==> src/rtl/pc_branch_ctrl_pkg.sv <==
// Shared constants for the fetch-PC / branch controller: condition codes,
// flag bit positions and the controller state encoding.
package pc_branch_ctrl_pkg;

  localparam logic [2:0] COND_NE  = 3'b000;
  localparam logic [2:0] COND_EQ  = 3'b001;
  localparam logic [2:0] COND_GT  = 3'b010;
  localparam logic [2:0] COND_LT  = 3'b011;
  localparam logic [2:0] COND_GE  = 3'b100;
  localparam logic [2:0] COND_LE  = 3'b101;
  localparam logic [2:0] COND_OV  = 3'b110;
  localparam logic [2:0] COND_UNC = 3'b111;

  localparam int FLAG_Z = 2;
  localparam int FLAG_V = 1;
  localparam int FLAG_N = 0;

  typedef enum logic [1:0] {
    ST_RUN    = 2'd0,
    ST_SHADOW = 2'd1,
    ST_HALT   = 2'd2
  } state_t;

  // Sequential fetch step; 16-bit wrap from FFFE to 0000 is intended.
  function automatic logic [15:0] pc_step(input logic [15:0] pc);
    return pc + 16'd2;
  endfunction

endpackage

==> src/rtl/pc_branch_ctrl_br_cond_eval.sv <==
// Pure combinational branch-condition evaluator over the effective
// {Z,V,N} flags.
module br_cond_eval
  import pc_branch_ctrl_pkg::*;
(
  input  logic [2:0] cond,
  input  logic [2:0] eff_flags,
  output logic       taken
);

  logic z;
  logic v;
  logic n;

  assign z = eff_flags[FLAG_Z];
  assign v = eff_flags[FLAG_V];
  assign n = eff_flags[FLAG_N];

  always_comb begin
    taken = 1'b0;
    case (cond)
      COND_NE:  taken = ~z;
      COND_EQ:  taken = z;
      COND_GT:  taken = ~z & ~n;
      COND_LT:  taken = n;
      COND_GE:  taken = z | (~z & ~n);
      COND_LE:  taken = n | z;
      COND_OV:  taken = v;
      COND_UNC: taken = 1'b1;
      default:  taken = 1'b0;
    endcase
  end

endmodule

==> src/rtl/pc_branch_ctrl.sv <==
// Fetch PC and Z/V/N flag owner: resolves branches, redirects the PC,
// squashes the wrong-path shadow and latches HLT until reset.
module pc_branch_ctrl
  import pc_branch_ctrl_pkg::*;
#(
  parameter logic [15:0] RESET_PC      = 16'h0000,
  parameter int          SHADOW_CYCLES = 1
) (
  input  logic        clk,
  input  logic        rst,
  input  logic        stall_i,
  input  logic        br_valid,
  input  logic [2:0]  br_cond,
  input  logic [8:0]  br_imm,
  input  logic        br_is_reg,
  input  logic [15:0] br_reg,
  input  logic [15:0] br_pc_plus2,
  input  logic        halt_i,
  input  logic [2:0]  flag_wr,
  input  logic [2:0]  flag_in,
  output logic [15:0] pc_o,
  output logic [2:0]  flags_o,
  output logic        taken_o,
  output logic        flush_o,
  output logic        halted_o
);

  localparam int          SHADOW_LAST = (SHADOW_CYCLES > 0) ? SHADOW_CYCLES - 1 : 0;
  localparam logic [2:0]  SHADOW_INIT = SHADOW_LAST[2:0];

  state_t             state;
  logic [2:0]         cnt;
  logic [15:0]        pc_q;
  logic [2:0]         flags_q;
  logic               halted_q;
  logic [2:0]         eff_flags;
  logic               cond_true;
  logic               br_ok;
  logic               taken;
  logic signed [15:0] offset;
  logic [15:0]        target;

  // A flag written this cycle is already visible to the branch resolving now.
  assign eff_flags = (flag_wr & flag_in) | (~flag_wr & flags_q);

  br_cond_eval u_cond_eval (
    .cond      (br_cond),
    .eff_flags (eff_flags),
    .taken     (cond_true)
  );

  assign offset = {{6{br_imm[8]}}, br_imm, 1'b0};
  assign target = br_is_reg ? br_reg : (br_pc_plus2 + $unsigned(offset));

  // rst is gated in so nothing is reported taken while reset is held.
  assign br_ok   = br_valid & ~stall_i & (state == ST_RUN) & ~rst;
  assign taken   = br_ok & cond_true;
  assign taken_o = taken;
  assign flush_o = ~rst & (taken | (state == ST_SHADOW));

  assign pc_o     = pc_q;
  assign flags_o  = flags_q;
  assign halted_o = halted_q;

  always_ff @(posedge clk or posedge rst) begin
    if (rst) begin
      flags_q <= 3'b000;
    end else begin
      flags_q <= eff_flags;
    end
  end

  always_ff @(posedge clk or posedge rst) begin
    if (rst) begin
      state    <= ST_RUN;
      cnt      <= 3'd0;
      pc_q     <= RESET_PC;
      halted_q <= 1'b0;
    end else begin
      case (state)
        ST_RUN: begin
          // An older taken branch wins over a HLT decoded in the same cycle.
          if (taken) begin
            pc_q <= target;
            if (SHADOW_CYCLES > 0) begin
              state <= ST_SHADOW;
              cnt   <= SHADOW_INIT;
            end
          end else if (halt_i && !stall_i) begin
            state    <= ST_HALT;
            halted_q <= 1'b1;
          end else if (!stall_i) begin
            pc_q <= pc_step(pc_q);
          end
        end
        ST_SHADOW: begin
          if (!stall_i) begin
            pc_q <= pc_step(pc_q);
          end
          if (cnt == 3'd0) begin
            state <= ST_RUN;
          end else begin
            cnt <= cnt - 3'd1;
          end
        end
        ST_HALT: begin
          halted_q <= 1'b1;
        end
        default: begin
          state <= ST_RUN;
        end
      endcase
    end
  end

endmodule

==> config.mk <==
export PLATFORM = sky130hd
export DESIGN_NAME = pc_branch_ctrl
export DESIGN_NICKNAME = d
export VERILOG_FILES = /design/src/rtl/pc_branch_ctrl_pkg.sv /design/src/rtl/pc_branch_ctrl_br_cond_eval.sv /design/src/rtl/pc_branch_ctrl.sv
export SDC_FILE = /design/constraint.sdc
export NUM_CORES = 1
export LEC_CHECK = 0
export ABC_AREA = 1
export CAP_MARGIN = 25
export CORE_ASPECT_RATIO = 0.5
export CORE_MARGIN = 3
export CORE_UTILIZATION = 25
export DETAILED_ROUTE_END_ITERATION = 12
export DONT_BUFFER_PORTS = 1
export PLACE_DENSITY_LB_ADDON = 0.05
export SYNTH_ARGS = -nofsm -noshare
export SYNTH_HDL_FRONTEND = slang
export SYNTH_SLANG_ARGS = --single-unit
==> constraint.sdc <==
create_clock -name clk -period 2.06 [get_ports clk]
set_input_delay 0.206 -clock clk [delete_from_list [all_inputs] [get_ports clk]]
set_output_delay 0.206 -clock clk [all_outputs]
set_load 0.1 [all_outputs]
==> metrics.log <==
INFO  metric design.core.area = 0.0105 mm2
INFO  metric die_width = 155 um
INFO  metric timing.rr.start = flags_o[0]
INFO  metric tightestPinTransition = 0.520 ns
INFO  metric tritoncts = done
INFO  metric io_buffer_count = 0
INFO  metric first_global_vias = 2,710
INFO  metric timing.critical_path.slowest_cell_delay = 0.47 ns
INFO  metric required = 1.85 ns
INFO  metric worstHoldPathType = in2reg
INFO  metric nNetsFinal = 569
INFO  metric switching_power = 0.00184 W
INFO  metric finish.instance_area = 0.00325 mm2
INFO  metric global_route.overflow_total = 0
INFO  metric final_common_cell = sky130_fd_sc_hd__nand2_1
INFO  metric initial_utilization = 0.264
INFO  metric timing_worst_setup_path_type = reg2out
INFO  metric cp-end-kind = output pin
INFO  metric detailroute.via_count = 2,753
INFO  metric timing.clock.skew = 0.00790 ns
INFO  metric cap_viol_max_count = 0
INFO  metric mappedNetlistNets = 544
INFO  metric place.gp.congestion = 0.755
INFO  metric ys_seq_area_frac = 0.225
INFO  metric critical-path-top-cell-by-count = sky130_fd_sc_hd__nand2_1
INFO  metric post_synth_main_area_contributors = sky130_fd_sc_hd__nand2_1, sky130_fd_sc_hd__dfrtp_1, sky130_fd_sc_hd__inv_1, sky130_fd_sc_hd__nand3_1, sky130_fd_sc_hd__ha_1
INFO  metric critical-path-slowest-cell = sky130_fd_sc_hd__dfrtp_4
INFO  metric setup.worst_path.start_class = flip-flop
INFO  metric drv_slew = 0
INFO  metric synth_top_cell_area_share = 0.245
INFO  metric grt_pass1_wl = 13.4 mm
INFO  metric synth.lib_cells_used.distinct = 34
INFO  metric setup.worst_path.end = flush_o
INFO  metric row_count = 26
INFO  metric die-area = 0.0125 mm2
INFO  metric dr.pass1.iters = 4
INFO  metric numClockSinks = 25
INFO  metric period_share = 0.960
INFO  metric cts_root_buffer = sky130_fd_sc_hd__clkbuf_16
INFO  metric htreeDepth = 1
INFO  metric area_growth = 17.0%
INFO  metric dpl-instance-area = 0.00315 mm2
INFO  metric final_layout_size_suffix_gt1_frac = 0.115
INFO  metric globalRouteTotalUtil = 0.133
INFO  metric avgRoutedWirePerCell = 12.7 um
INFO  metric setup.reg_to_reg.worst_slack = 0.27 ns
INFO  metric netlist_area = 0.00278 mm2
INFO  metric clk-insertion-delay-late = 0.27 ns
INFO  metric critical_path.top_delay_family = simple AND/OR/NAND/NOR gates
INFO  metric worst_hold_path.num_cells = 1
INFO  metric synthesis.area_per_instance = 5.91 um2
INFO  metric slew-limit-headroom = 0.651
INFO  metric worstSetupStartpoint = flags_o[0]
INFO  metric initialDrtViolationCount = 93
INFO  metric dpl.hpwl = 6.64 mm
INFO  metric rr_worst_depth = 14
INFO  metric layout_common_cells = sky130_fd_sc_hd__nand2_1, sky130_fd_sc_hd__inv_1, sky130_fd_sc_hd__nor2_1, sky130_fd_sc_hd__nand3_1, sky130_fd_sc_hd__buf_4
INFO  metric netlist_instances = 470
INFO  metric timing_hold_violations_final = 0
INFO  metric count_of_endpoints_failing_setup_in_the_final_report = 0
INFO  metric ir_worst_vdd = 0.391 mV
INFO  metric pwr-share-seq = 0.247
INFO  metric swShare = 0.577
INFO  metric maxUsedRoutingLayer = met4
INFO  metric cp_data_arrival_time = 1.77 ns
INFO  metric wl_met3 = 250 um
INFO  metric grt_max_degree = 26
INFO  metric p_int = 0.00135 W
INFO  metric ys_warn_count = 0
INFO  metric drt_wl_total = 8.05 mm
INFO  metric wl_met1 = 4.18 mm
INFO  metric diodes = 0
INFO  metric result_of_the_run = finished clean
INFO  metric number_of_register_bits_inferred_by_synthesis = 25
INFO  metric ioPinCount = 78
INFO  metric cp.buffers_inverters = 2
INFO  metric wl_met2 = 3.56 mm
INFO  metric antenna_violations_before_repair = 0
INFO  metric timing.critical_path.fanout_max = 18
INFO  metric final_period_minus_worst_setup_slack = 1.98 ns
INFO  metric total_power = 0.00319 W
INFO  metric final.hold.worst_slack = 0.0530 ns
INFO  metric rsz0062_at_grt = true
INFO  metric power_density = 983 mW/mm2
INFO  metric reg_to_reg_endpoint = pc_o[6]
INFO  metric detailed_route_vias_per_instance = 4.34
INFO  metric cp_cell_sequence = inv_1 -> nand2_1 -> nand2_1 -> nor2_1 -> nand2_1 -> nand3_1 -> nand2_2 -> nand2_8 -> a21oi_4 -> buf_12
INFO  metric max-clock-path-buffers = 2
INFO  metric drc = 0
INFO  metric pwr-share-comb = 0.610
INFO  metric fmax = 0.506 GHz
INFO  metric power_leakage = 1.73 nW
INFO  metric ant_nets = 0
INFO  metric worst-path-stages = 10
INFO  metric cts-buffers-inserted = 3
INFO  metric netlist.top_cell.by_area = sky130_fd_sc_hd__nand2_1
INFO  metric cts.clk_slew.worst_paths = 0.07 ns
INFO  metric clock_power_share = 0.142
INFO  metric die_height = 80.5 um
-- cell usage after synthesis, drive strengths merged --
cell	n
a21oi	11
a31oi	1
and2	2
buf	6
clkbuf	2
clkinv	1
dfrtp	25
fa	1
ha	17
inv	74
mux2i	1
nand2	184
nand3	51
nand3b	2
nand4	9
nor2	47
nor3	1
o21ai	19
o21bai	2
or2	3
or3	1
xnor2	4
xor2	6
-- flip-flops by register name (all words and copies together) (netlist names) --
| register | count |
|---|---|
| cnt | 3 |
| flags_o | 3 |
| halted_o | 1 |
| pc_o | 16 |
| state | 2 |
-- worst min path at each step --
stage,start,endpoint
2_1_floorplan,rst,cnt[0]
3_3_place_gp,rst,cnt[2]
3_5_place_dp,rst,state[1]
4_1_cts,flag_wr[0],flags_o[0]
5_1_grt,flag_wr[0],flags_o[0]
6_report,flag_wr[0],flags_o[0]
-- power by group through the flow --
stage	Clock [W]	Combinational (W)	Sequential, W
after floorplan	0	0.000600	0.00174
after global placement	0	0.00196	0.000810
after detailed placement	0	0.00196	0.000800
after CTS	0.000473	0.00197	0.000793
after global routing	0.000494	0.00211	0.000814
final	0.000455	0.00195	0.000789
-- metal layers --
metal	global-route usage	up-vias
li1	-	1509
met1	0.183	1202
met2	0.230	38
met3	0.0151	4
met4	0.0167	0
met5	0	-
-- area by class of cell --
class / instances / area [um2]
Fill cell: 1210 / 7260
Multi-Input combinational cell: 362 / 1830
Sequential cell: 25 / 641
Inverter: 75 / 285
Timing Repair Buffer: 28 / 238
Tap cell: 140 / 175
Clock buffer: 3 / 75.1
Clock inverter: 1 / 5.00
-- cells by family (layout without fill, tap and decap cells) --
kind of cell / count (synthesis) / count (layout) / share of synthesized area
mux: 1 / 1 / 0.00360
simple gates: 300 / 300 / 0.462
xor+xnor: 10 / 10 / 0.0315
buf+inv: 83 / 107 / 0.124
compound gates: 33 / 33 / 0.0698
fa+ha+maj: 18 / 18 / 0.0838
flops: 25 / 25 / 0.225
-- stage by stage --
stage | utilization | setup WS (ns) | setup TNS [ns] | std cells
after floorplan | - | -0.106 | -0.106 | 470
after global placement | 0.299 | 0.192 | 0 | 629
after detailed placement | 0.299 | 0.157 | 0 | 629
after CTS | 0.308 | 0.0242 | 0 | 634
after global routing | 0.309 | -0.0221 | -0.0221 | 634
final | 0.309 | 0.0833 | 0 | 634
-- worst reg2reg max path, delay by kind of cell, from the launching register on --
family / cells / cell delay, ns
compound gates: 1 / 0.07
buf+inv: 3 / 0.36
flops: 1 / 0.47
simple gates: 10 / 0.81
-- timing repair --
action / in CTS / in global routing
buffers inserted: 0 / 0
gates resized for setup: 0 / 2
hold buffers: 1 / 0
setup endpoints to repair: 0 / 2
hold endpoints to repair: 25 / 0
Note: power is estimated with default switching activity, not from simulation.
